File: config.mk
export PLATFORM = sky130hd
export DESIGN_NAME = vc_rand_delay_ctrl
export DESIGN_NICKNAME = d
export VERILOG_FILES = /design/src/rtl/vc_rand_delay_ctrl.sv
export SDC_FILE = /design/constraint.sdc
export NUM_CORES = 1
export LEC_CHECK = 0
export ABC_AREA = 0
export ABC_CLOCK_PERIOD_IN_PS = 3000
export BUFFER_PORTS_ARGS = -buffer_cell sky130_fd_sc_hd__buf_2
export CORE_AREA = 2 2 83 85
export DETAILED_ROUTE_END_ITERATION = 12
export DIE_AREA = 0 0 85 87
export GPL_TIMING_DRIVEN = 0
export RECOVER_POWER = 100
export SETUP_SLACK_MARGIN = 0.02
export SYNTH_ARGS = -nofsm -noshare
export SYNTH_HDL_FRONTEND = slang
export SYNTH_SLANG_ARGS = --single-unit
export TNS_END_PERCENT = 5
File: constraint.sdc
create_clock -name clk -period 3 [get_ports clk]
set_input_delay 0.75 -clock clk [delete_from_list [all_inputs] [get_ports clk]]
set_output_delay 0.75 -clock clk [all_outputs]
set_load 0.02 [all_outputs]
File: src/rtl/vc_rand_delay_ctrl.sv
// vc_rand_delay_ctrl
// Val/rdy pass-through that holds off each message by a pseudo-random number
// of stall cycles. Delays come from a 32-bit Tausworthe generator, so arrival
// timing is reproducible from p_seed. With en low the block is a wire.
module vc_rand_delay_ctrl #(
  parameter int          p_msg_nbits   = 32,
  parameter int          p_delay_nbits = 4,
  parameter int          p_max_delay   = 7,
  parameter logic [31:0] p_seed        = 32'hdeadbeef
) (
  input  logic                   clk,
  input  logic                   reset_n,
  input  logic                   en,
  input  logic                   in_val,
  output logic                   in_rdy,
  input  logic [p_msg_nbits-1:0] in_msg,
  output logic                   out_val,
  input  logic                   out_rdy,
  output logic [p_msg_nbits-1:0] out_msg,
  output logic                   busy
);

  typedef enum logic [1:0] {
    ST_IDLE  = 2'd0,
    ST_DELAY = 2'd1,
    ST_PASS  = 2'd2
  } state_e;

  // Only whole chunks lying inside bits [30:0] feed the fold; bit 31 never does.
  localparam int NCHUNK = 31 / p_delay_nbits;

  localparam logic [p_delay_nbits-1:0] MAX_D = p_delay_nbits'(p_max_delay);
  localparam logic [p_delay_nbits-1:0] ONE_D = p_delay_nbits'(1);

  state_e                   state_q, state_d;
  logic [p_delay_nbits-1:0] cnt_q, cnt_d;
  logic [31:0]              rng_q, rng_d;

  logic [31:0]              rng_t;
  logic [31:0]              rng_adv;
  logic [p_delay_nbits-1:0] raw_r;
  logic [p_delay_nbits-1:0] draw_d;

  // State, stall counter and generator registers.
  // NOTE: sequential state uses non-blocking assignments so every register
  // samples the pre-edge values, independent of statement order.
  always_ff @(posedge clk or negedge reset_n) begin
    if (!reset_n) begin
      state_q <= ST_IDLE;
      cnt_q   <= '0;
      rng_q   <= p_seed;
    end else begin
      state_q <= state_d;
      cnt_q   <= cnt_d;
      rng_q   <= rng_d;
    end
  end

  // Generator step and capped delay folded from the current (pre-advance) state.
  always_comb begin
    rng_t   = rng_q ^ (rng_q >> 17);
    rng_adv = rng_t ^ (rng_t << 15);
    raw_r   = '0;
    for (int k = 0; k < NCHUNK; k++) begin
      raw_r = raw_r ^ rng_q[k*p_delay_nbits +: p_delay_nbits];
    end
    draw_d = (raw_r > MAX_D) ? MAX_D : raw_r;
  end

  // Next-state logic: one draw per message, taken when IDLE first sees in_val.
  // NOTE: every output of a combinational block gets a default up front so
  // no path leaves a signal unassigned, which would infer a latch.
  always_comb begin
    state_d = state_q;
    cnt_d   = cnt_q;
    rng_d   = rng_q;
    if (!en) begin
      // Bypass: park in IDLE so re-enabling starts the message afresh.
      state_d = ST_IDLE;
      cnt_d   = '0;
    end else begin
      unique case (state_q)
        ST_IDLE: begin
          if (in_val) begin
            rng_d = rng_adv;
            if (draw_d == '0) begin
              state_d = ST_PASS;
            end else begin
              cnt_d   = draw_d - ONE_D;
              state_d = ST_DELAY;
            end
          end
        end
        ST_DELAY: begin
          // Counts to completion even if in_val drops; the message then waits in PASS.
          if (cnt_q == '0) begin
            state_d = ST_PASS;
          end else begin
            cnt_d = cnt_q - ONE_D;
          end
        end
        ST_PASS: begin
          if (in_val && out_rdy) begin
            state_d = ST_IDLE;
          end
        end
        default: begin
          state_d = ST_IDLE;
        end
      endcase
    end
  end

  // Handshake outputs: transparent in bypass or PASS, blocked otherwise.
  always_comb begin
    out_val = 1'b0;
    in_rdy  = 1'b0;
    if (!en || (state_q == ST_PASS)) begin
      out_val = in_val;
      in_rdy  = out_rdy;
    end
    busy = (state_q == ST_DELAY) || ((state_q == ST_PASS) && in_val);
  end

  // The message is never stored; the consumer sees the producer's bus directly.
  assign out_msg = in_msg;

endmodule

==> results.py, run 1 <==
metrics = {
    "synth": {
        "synth_top_area_share": 0.272,
        "syn_nets": 252,
        "syn_inst": 214,
        "yosysTopAreaCell": "dfstp_2",
        "postSynthAreaPerCell_um2": 10.8,
        "syn_area_um2": 2320,
        "ys_seq_area_frac": 0.423,
        "synthTopCellsByArea": "dfstp_2, dfrtp_1, xnor2_1, buf_4, nand2_1",
        "ys_ff_latch": 38,
        "yosys_warnings": 0,
        "synth_cell_types": 32,
    },
    "clock_network": {
        "insertion_delay_ps": 290,
        "path_clk_slew_ps": 80,
        "postCtsSetupBuffers": 0,
        "holdBufCountCts": 0,
        "cts_made_buffers": 5,
        "post_cts_resized": 0,
        "cts_tree": "built",
        "cts_sinks": 38,
        "root_buffer": "clkbuf_8",
        "htreeDepth": 2,
        "clockBufferDepth": 2,
    },
    "sta": {
        "fin_setup_tns_ps": 0,
        "finalHoldViolCount": 0,
        "setup-violations-final": 0,
        "drv_slew": 39,
        "relSlewSlack": -0.334,
        "fmax_ghz": 0.360,
        "fin_crit_sh": 0.926,
        "fin_crit_ps": 2780,
        "fin_ws_ps": 221,
        "rsz0062_at_grt": "no",
        "finClkSkew_ps": 7.75,
        "worstMarginPinSlew_ps": 2000,
        "fin_hold_ws_ps": 504,
    },
    "die": {
        "start_util": 0.353,
        "chipHeight_um": 87,
        "die_x_um": 85,
        "rows": 30,
        "io_pins": 72,
        "fp.coreArea_um2": 6570,
        "die_area_um2": 7400,
    },
    "setup_path": {
        "arrival_ps": 2960,
        "critical_path.max_stage_delay_ps": 610,
        "cpMaxStageDelayCell": "dfstp_1",
        "cp-end-kind": "flop",
        "crit_top_cell": "xnor3_1",
        "crit_type": "reg -> reg",
        "required_ps": 3180,
        "worstPathCellList": "xnor3_1 > xnor3_1 > o21a_1 > a31oi_1 > ha_1 > nand3_1 > a221o_1 > a32o_1",
        "path_max_fanout": 6,
        "startpoint_type": "flop",
    },
    "detailed_routing": {
        "dr.pass1.iters": 4,
        "postRouteAntennaNets": 0,
        "via_per_inst": 4.45,
        "routed_wl_mm": 3.99,
        "wl_per_cell_um": 11.7,
        "via_count": 1514,
        "first_iter_violations": 8,
        "drc": 0,
    },
    "status": {
        "failed_checks": "capacitance limit, slew limit",
        "outcome": "complete, but fails checks",
    },
    "global_route": {
        "grt_overflow": 0,
        "grt_pass1_vias": 1483,
        "grt_max_degree": 39,
        "gr-usage-all-layers": 0.116,
        "antenna_found_initial": 0,
        "grt_pass1_wl_mm": 6.74,
    },
    "power_and_ir_drop": {
        "power.leakage_nw": 1.17,
        "pwr-share-comb": 0.108,
        "clock_power_share": 0.412,
        "p_int_w": 0.000825,
        "swShare": 0.235,
        "p_per_area_nw_per_um2": 407,
        "max-vdd-ir-drop_mv": 0.253,
        "power_switching_w": 0.000254,
        "pwr-share-seq": 0.480,
    },
    "final_layout": {
        "fin_area_um2": 2650,
        "area_delta_synth_final_pct": 14.3,
        "drive_gt1_frac": 0.269,
        "final_cells": 340,
        "diodes": 0,
        "final_nets": 298,
    },
    "placement": {
        "place_inst": 333,
        "postPlaceCellArea_um2": 2610,
        "pre_cts_ws_ps": 274,
        "io_buffer_count": 39,
        "detailed_place_hpwl_mm": 2.96,
        "place_congestion": 0.797,
    },
    "min_path": {
        "hold_class": "reg -> reg",
    },
    "run": {
        "maxCapViolCount": 1,
    },
}
[worst max-delay path: cells and delay by family (launching register included)]
family | cells | cell delay [ps]
flops | 1 | 610
simple gates | 1 | 80
compound gates | 4 | 980
fa+ha+maj | 1 | 250
xor+xnor | 2 | 750
[synth_stat cells]
cell	number
a211oi_1	1
a21oi_1	2
a221o_1	1
a22o_2	1
a31oi_1	1
a32o_1	1
and2_1	2
and3_1	1
buf_4	32
clkbuf_1	5
dfrtp_1	14
dfstp_2	24
ha_1	1
inv_1	5
nand2_1	41
nand2b_1	1
nand3_1	1
nor2_1	2
nor2b_1	1
nor3_1	1
nor4_4	1
o21a_1	2
o21ai_0	4
o22a_1	1
o22ai_1	1
o2bb2ai_1	2
o32ai_2	1
o41ai_2	1
xnor2_1	40
xnor3_1	3
xnor3_2	5
xor2_1	15
[final timing paths]
path / startpoint / end / slack (ps) / depth (start not counted)
max reg2reg: rng_q[27] / cnt_q[2] / 220 / 8
max in group asynchronous: reset_n / state_q[1] / 830 / 1
min: rng_q[31] / rng_q[31] / 500 / 1
max: rng_q[27] / cnt_q[2] / 220 / 8
min reg2reg: rng_q[31] / rng_q[31] / 500 / 1
min in group asynchronous: reset_n / rng_q[29] / 1020 / 1
[power groups by stage]
stage	sequential [W]	clock [W]	combinational (W)
5_1_grt	0.000517	0.000478	0.000127
3_5_place_dp	0.000526	0	0.000126
3_3_place_gp	0.000526	0	0.000126
2_1_floorplan	0.000526	0	0.0000832
6_report	0.000517	0.000444	0.000117
4_1_cts	0.000517	0.000457	0.000126
[area by class of cell]
type                    count  area (um2)
repair buffers             39         150
inverters                   5        18.8
clock inverters             1        30.0
clock buffers               6        82.6
fillers                   644        3920
multi-input cells         134        1030
well taps                  80         100
plain buffers              37         259
flip-flops and latches     38         981
[routing by layer]
layer	vias up	share of wire	track usage
met2	52	0.46	0.191
met4	0	0.013	0.0390
met5	-	0	0
li1	749	-	-
met1	706	0.48	0.150
met3	7	0.056	0.0284
[state kept, by name (all words and copies together), names as in the netlist]
signal,cells
cnt_q,4
rng_q,32
state_q,2
[per-stage QoR]
| step | util | power (W) |
|---|---|---|
| final | 0.403 | 0.00108 |
| after global routing | 0.403 | 0.00112 |
| after CTS | 0.415 | 0.00110 |
| after detailed placement | 0.398 | 0.000652 |
| after global placement | 0.398 | 0.000652 |
| after floorplan | - | 0.000609 |
[cells by family after synthesis]
logic type,count (synthesis),share of synthesized area
XOR/XNOR,63,0.288
flip-flops,38,0.423
buffers and inverters,42,0.120
adder cells (fa/ha/maj),1,0.00540
AO/OA/AOI/OAI,19,0.0664
AND/OR/NAND/NOR,51,0.0967
[layout by cell type, fill, tap and decap left out, types with 2 or more instances in the layout]
cell,Yosys,final
a21oi_1,2,2
and2_1,2,2
buf_2,0,3
buf_4,32,32
clkbuf_1,5,41
clkbuf_8,0,6
dfrtp_1,14,14
dfstp_2,24,23
inv_1,5,5
nand2_1,41,41
nor2_1,2,2
o21a_1,2,2
o21ai_0,4,4
o2bb2ai_1,2,2
xnor2_1,40,40
xnor3_1,3,4
xnor3_2,5,4
xor2_1,15,15
Power figures use the tool's default switching activity.
==> inputs of run 2 (changes only) <==
--- a/config.mk
+++ b/config.mk
@@ -5,12 +5,12 @@
 export SDC_FILE = /design/constraint.sdc
 export NUM_CORES = 1
 export LEC_CHECK = 0
-export ABC_AREA = 0
+export ABC_AREA = 1
 export ABC_CLOCK_PERIOD_IN_PS = 3000
 export BUFFER_PORTS_ARGS = -buffer_cell sky130_fd_sc_hd__buf_2
-export CORE_AREA = 2 2 83 85
+export CORE_AREA = 2 2 62 122
 export DETAILED_ROUTE_END_ITERATION = 12
-export DIE_AREA = 0 0 85 87
+export DIE_AREA = 0 0 64 124
 export GPL_TIMING_DRIVEN = 0
 export RECOVER_POWER = 100
 export SETUP_SLACK_MARGIN = 0.02
==> run 2 against run 1 <==
Register-to-register slack gained 580 ps. Power grew to 3.1 times the previous value. Synthesized cell count grew 60%. Largest cell class unchanged. Die area grew 7.3%. The run still ends with capacitance limit, slew limit left. Global-route usage grew 4.4 points. Via count grew 45%. Non-clock buffer count shrank 2. Clock power grew 20%. Hold slack lost 21 ps.
==> results.py, run 2 <==
metrics = {
    "setup_path": {
        "reg2reg_to": "rng_q[24]",
        "r2r-start": "state_q[1]",
        "crit_end": "rng_q[24]",
        "reg2reg_depth": 6,
        "worstPathCellList": "clkbuf_1 > nand2_1 > nor3_1 > clkbuf_1 > o21ai_0 > xor2_1",
        "path_max_fanout": 10,
        "crit_path_start": "en",
        "crit_type": "in -> reg",
        "startpoint_type": "input port",
        "cp-end-kind": "flop",
        "r2r_slack_ps": 800,
        "required_ps": 3160,
        "arrival_ps": 2570,
        "crit_top_cell": "clkbuf_1",
        "cpMaxStageDelayCell": "nor3_1",
        "critical_path.max_stage_delay_ps": 570,
    },
    "power_and_ir_drop": {
        "max-vdd-ir-drop_mv": 0.337,
        "power.leakage_nw": 1.49,
        "p_per_area_nw_per_um2": 1150,
    },
    "sta": {
        "finClkSkew_ps": 3.29,
        "fin_crit_sh": 0.803,
        "fin_setup_tns_ps": 0,
        "worstMarginPinSlew_ps": 2100,
        "fin_crit_ps": 2410,
        "rsz0062_at_grt": "no",
        "fin_ws_ps": 590,
        "setup-violations-final": 0,
        "relSlewSlack": -0.399,
        "finalHoldViolCount": 0,
        "drv_slew": 39,
        "fmax_ghz": 0.415,
    },
    "detailed_routing": {
        "dr.pass1.iters": 4,
        "via_count": 2195,
        "via_per_inst": 4.57,
        "first_iter_violations": 61,
        "routed_wl_mm": 5.88,
        "wl_per_cell_um": 12.2,
        "drc": 0,
        "postRouteAntennaNets": 0,
    },
    "final_layout": {
        "regMostFlops": "rng_q",
        "final_nets": 427,
        "largest_reg_flops": 32,
        "final-seq-area_um2": 981,
        "diodes": 0,
        "mostFrequentLayoutCell": "nand2_1",
        "nFillCells": 760,
        "area_delta_synth_final_pct": 15.7,
        "drive_gt1_frac": 0.200,
        "final_cell_mix": "nand2_1, inv_1, nor2_1, clkbuf_1, o21ai_0",
        "top_regs": "rng_q (32), cnt_q (4), state_q (2)",
        "multi_input_area_um2": 1070,
        "final_util": 0.418,
    },
    "synth": {
        "syn_area_um2": 2500,
        "yosysMostFrequentCell": "nand2_1",
        "postSynthAreaPerCell_um2": 7.30,
        "ys_seq_area_frac": 0.392,
        "syn_nets": 381,
        "synth_top_area_share": 0.252,
        "yosys_warnings": 0,
        "synth_commonest_cells": "nand2_1, inv_1, nor2_1",
        "ys_ff_latch": 38,
        "synth_cell_types": 25,
        "yosys_most_used_dff": "dfstp_2",
        "synthTopCellsByArea": "dfstp_2, dfrtp_1, nand2_1, buf_4, inv_1",
        "syn_inst": 343,
        "yosysTopAreaCell": "dfstp_2",
        "async_reset_ff_frac": 1.00,
        "synth-edff-count": 0,
    },
    "global_route": {
        "gr-usage-all-layers": 0.160,
        "antenna_found_initial": 0,
        "grt_pass1_wl_mm": 9.47,
        "grt_pass1_vias": 2149,
        "grt_overflow": 0,
        "grt_max_degree": 39,
    },
    "clock_network": {
        "path_clk_slew_ps": 60,
        "cts_sinks": 38,
        "post_cts_resized": 0,
        "holdBufCountCts": 0,
        "insertion_delay_ps": 290,
        "clockBufferDepth": 2,
        "cts_tree": "built",
        "cts_made_buffers": 5,
        "htreeDepth": 2,
        "postCtsSetupBuffers": 0,
        "root_buffer": "clkbuf_16",
    },
    "die": {
        "rows": 43,
        "die_area_um2": 7940,
        "chipHeight_um": 124,
        "start_util": 0.361,
        "io_pins": 72,
        "fp.coreArea_um2": 6940,
        "die_x_um": 64,
    },
    "status": {
        "outcome": "complete, but fails checks",
        "failed_checks": "capacitance limit, slew limit",
    },
    "placement": {
        "detailed_place_hpwl_mm": 4.61,
        "pre_cts_ws_ps": 534,
        "io_buffer_count": 39,
        "place_congestion": 0.843,
    },
    "run": {
        "maxCapViolCount": 1,
    },
    "min_path": {
        "hold_class": "reg -> reg",
    },
}
## run 2: changes by cell type after synthesis, sizes merged, moves of 3 or more
cell,before,now
clkbuf,5,2
inv,5,51
nand2,41,94
nand3,1,16
nand4,0,3
nor2,2,41
o21ai,4,34
xnor2,40,5
xnor3,8,0
xor2,15,19
## run 2: worst min path at each step
stage	startpoint	end	slack, ps	cells past startpoint
2_1_floorplan	reset_n	cnt_q[0]	450	0
3_3_place_gp	cnt_q[3]	cnt_q[3]	470	2
3_5_place_dp	cnt_q[3]	cnt_q[3]	470	2
4_1_cts	cnt_q[3]	cnt_q[3]	490	2
5_1_grt	cnt_q[2]	cnt_q[2]	500	2
6_report	cnt_q[3]	cnt_q[3]	480	2
## run 2: worst max-delay path, delay by kind of cell
| family | cells | cell delay [ps] |
|---|---|---|
| AO/OA/AOI/OAI | 1 | 260 |
| AND/OR/NAND/NOR | 2 | 730 |
| buffers and inverters | 2 | 620 |
| XOR/XNOR | 1 | 190 |
## run 2: routing by layer
layer	vias up	global-route usage	wire, um
met1	1008	0.139	1870
met4	0	0.0897	179
met2	74	0.323	3470
met3	7	0.0334	357
met5	-	0	0
li1	1106	-	-
## run 2: stage by stage
step	instances	power, W	area, um2	hold WS, ps
6_report	480	0.00333	2900	483
5_1_grt	480	0.00368	2900	504
4_1_cts	480	0.00343	2960	485
3_5_place_dp	472	0.00287	2810	470
3_3_place_gp	472	0.00282	2810	467
2_1_floorplan	343	0.00245	2500	449
## run 2: kinds of logic (layout without fill, tap and decap cells)
| group | count (synthesis) | count (layout) | synth area share |
|---|---|---|---|
| simple gates | 156 | 156 | 0.261 |
| xor+xnor | 24 | 24 | 0.0839 |
| fa+ha+maj | 1 | 1 | 0.00499 |
| flops | 38 | 38 | 0.392 |
| compound gates | 38 | 38 | 0.0814 |
| buf+inv | 86 | 133 | 0.177 |
## run 2: power breakdown
| part | internal (W) | switching [W] | total, W |
|---|---|---|---|
| logic | 0.000588 | 0.00107 | 0.00166 |
| registers | 0.000889 | 0.000246 | 0.00114 |
| clock network | 0.000329 | 0.000205 | 0.000535 |
| total | 0.00181 | 0.00153 | 0.00333 |
## run 2: cell type report
| cell class | instances | area share |
|---|---|---|
| timing repair buffer | 39 | 0.0514 |
| buffer | 35 | 0.0868 |
| tap | 90 | 0.0388 |
| inverter | 51 | 0.0660 |
| clock buffer | 7 | 0.0492 |
| sequential | 38 | 0.338 |
| clock inverter | 1 | 0.00173 |
| multi-input combinational | 219 | 0.368 |
==> inputs of run 3 (changes only) <==
--- a/config.mk
+++ b/config.mk
@@ -6,7 +6,7 @@
 export NUM_CORES = 1
 export LEC_CHECK = 0
 export ABC_AREA = 1
-export ABC_CLOCK_PERIOD_IN_PS = 3000
+export ABC_CLOCK_PERIOD_IN_PS = 2500
 export BUFFER_PORTS_ARGS = -buffer_cell sky130_fd_sc_hd__buf_2
 export CORE_AREA = 2 2 62 122
 export DETAILED_ROUTE_END_ITERATION = 12
==> constraint.sdc (replaced) <==
create_clock -name clk -period 2.5 [get_ports clk]
set_input_delay 0.625 -clock clk [delete_from_list [all_inputs] [get_ports clk]]
set_output_delay 0.625 -clock clk [all_outputs]
set_load 0.02 [all_outputs]
==> run 3 against run 2 <==
The run now ends clean. Combinational power rose by 21%. First-iteration DRC count shrank 4.9%. Global-route usage is the same. Via count up 0.14%. Non-clock buffer count did not move. Clock skew about the same. Sequential power up 19%. Hold slack worse by 29 ps. Design area grew 0.30%. Sequential cell count unchanged. Largest cell class unchanged. Largest power group unchanged.
==> results.py, run 3 (synthesis gave the netlist of run 2 again) <==
metrics = {
    "clock_network": {
        "clockBufferDepth": 2,
        "post_cts_resized": 0,
        "path_clk_slew_ps": 60,
        "htreeDepth": 2,
        "holdBufCountCts": 0,
        "cts_tree": "built",
        "cts_made_buffers": 5,
        "cts_sinks": 38,
        "insertion_delay_ps": 280,
        "root_buffer": "clkbuf_16",
        "postCtsSetupBuffers": 0,
    },
    "power_and_ir_drop": {
        "p_per_area_nw_per_um2": 1380,
        "power.leakage_nw": 1.50,
        "power_w": 0.00401,
        "max-vdd-ir-drop_mv": 0.405,
    },
    "run": {
        "maxCapViolCount": 0,
    },
    "detailed_routing": {
        "via_count": 2198,
        "postRouteAntennaNets": 0,
        "first_iter_violations": 58,
        "routed_wl_mm": 5.87,
        "via_per_inst": 4.58,
        "wl_per_cell_um": 12.2,
        "drc": 0,
        "dr.pass1.iters": 4,
    },
    "global_route": {
        "grt_overflow": 0,
        "gr-usage-all-layers": 0.160,
        "antenna_found_initial": 0,
        "grt_pass1_wl_mm": 9.47,
        "grt_max_degree": 39,
        "grt_pass1_vias": 2149,
    },
    "final_layout": {
        "multi_input_area_um2": 1070,
        "final_util": 0.419,
        "area_delta_synth_final_pct": 16.1,
        "top_regs": "rng_q (32), cnt_q (4), state_q (2)",
        "largest_reg_flops": 32,
        "nFillCells": 755,
        "diodes": 0,
        "drive_gt1_frac": 0.200,
        "regMostFlops": "rng_q",
        "final-seq-area_um2": 981,
        "final_nets": 427,
        "fin_area_um2": 2910,
        "mostFrequentLayoutCell": "nand2_1",
        "final_cell_mix": "nand2_1, inv_1, nor2_1, clkbuf_1",
    },
    "placement": {
        "io_buffer_count": 39,
        "postPlaceCellArea_um2": 2810,
        "place_congestion": 0.843,
        "detailed_place_hpwl_mm": 4.61,
    },
    "sta": {
        "relSlewSlack": 0.415,
        "worstMarginPinSlew_ps": 878,
        "finalHoldViolCount": 0,
        "setup-violations-final": 0,
        "fmax_ghz": 0.467,
        "rsz0062_at_grt": "no",
        "fin_crit_sh": 0.856,
        "finClkSkew_ps": 3.41,
        "fin_crit_ps": 2140,
        "drv_slew": 0,
        "fin_setup_tns_ps": 0,
    },
    "setup_path": {
        "crit_type": "reg -> out",
        "arrival_ps": 1510,
        "startpoint_type": "flop",
        "required_ps": 1880,
        "path_max_fanout": 5,
        "cp-end-kind": "primary output",
    },
    "die": {
        "die_x_um": 64,
        "chipHeight_um": 124,
        "rows": 43,
        "io_pins": 72,
        "die_area_um2": 7940,
        "start_util": 0.361,
        "fp.coreArea_um2": 6940,
    },
    "min_path": {
        "hold_class": "in -> async",
    },
    "status": {
        "outcome": "complete, no violations",
    },
}
run 3: cell type report:
class / count / area share
Sequential cell: 38 / 0.337
Clock inverter: 1 / 0.00172
Inverter: 51 / 0.0658
Tap cell: 90 / 0.0387
Multi-Input combinational cell: 219 / 0.369
Buffer: 35 / 0.0865
Timing Repair Buffer: 39 / 0.0521
Clock buffer: 7 / 0.0491
run 3: metal layers:
metal | GRT usage | part of all wire | vias to the layer above
met3 | 0.0334 | 0.058 | 8
met5 | 0 | 0 | -
li1 | - | - | 1105
met4 | 0.0897 | 0.030 | 0
met1 | 0.139 | 0.32 | 1017
met2 | 0.323 | 0.59 | 68
run 3: metrics by stage:
stage	hold WS (ps)	instances	worst slack, ps
floorplan	329	343	687
global placement	467	472	171
detailed placement	470	472	159
CTS	482	480	395
global route	504	480	222
finish	454	480	360
run 3: path summary, 6_finish.rpt:
path,start,endpoint,slack [ps],cells past startpoint
max,state_q[0],busy,360,5
min,reset_n,rng_q[17],450,1
max reg2reg,state_q[1],rng_q[24],530,6
min reg2reg,cnt_q[3],cnt_q[3],480,2
max in group asynchronous,reset_n,rng_q[20],1490,1
min in group clk,cnt_q[3],cnt_q[3],480,2
run 3: critical path, stage by stage (launching register included):
cell and delay, ps:
dfrtp_1 400, inv_2 80, nor2_1 210, inv_1 160, o21ai_0 110, clkbuf_1 260
run 3: power breakdown:
group          total (W)  switching, W  internal, W
clock network   0.000639      0.000244     0.000395
registers        0.00136      0.000297      0.00106
logic            0.00201       0.00130     0.000717
total            0.00401       0.00184      0.00217
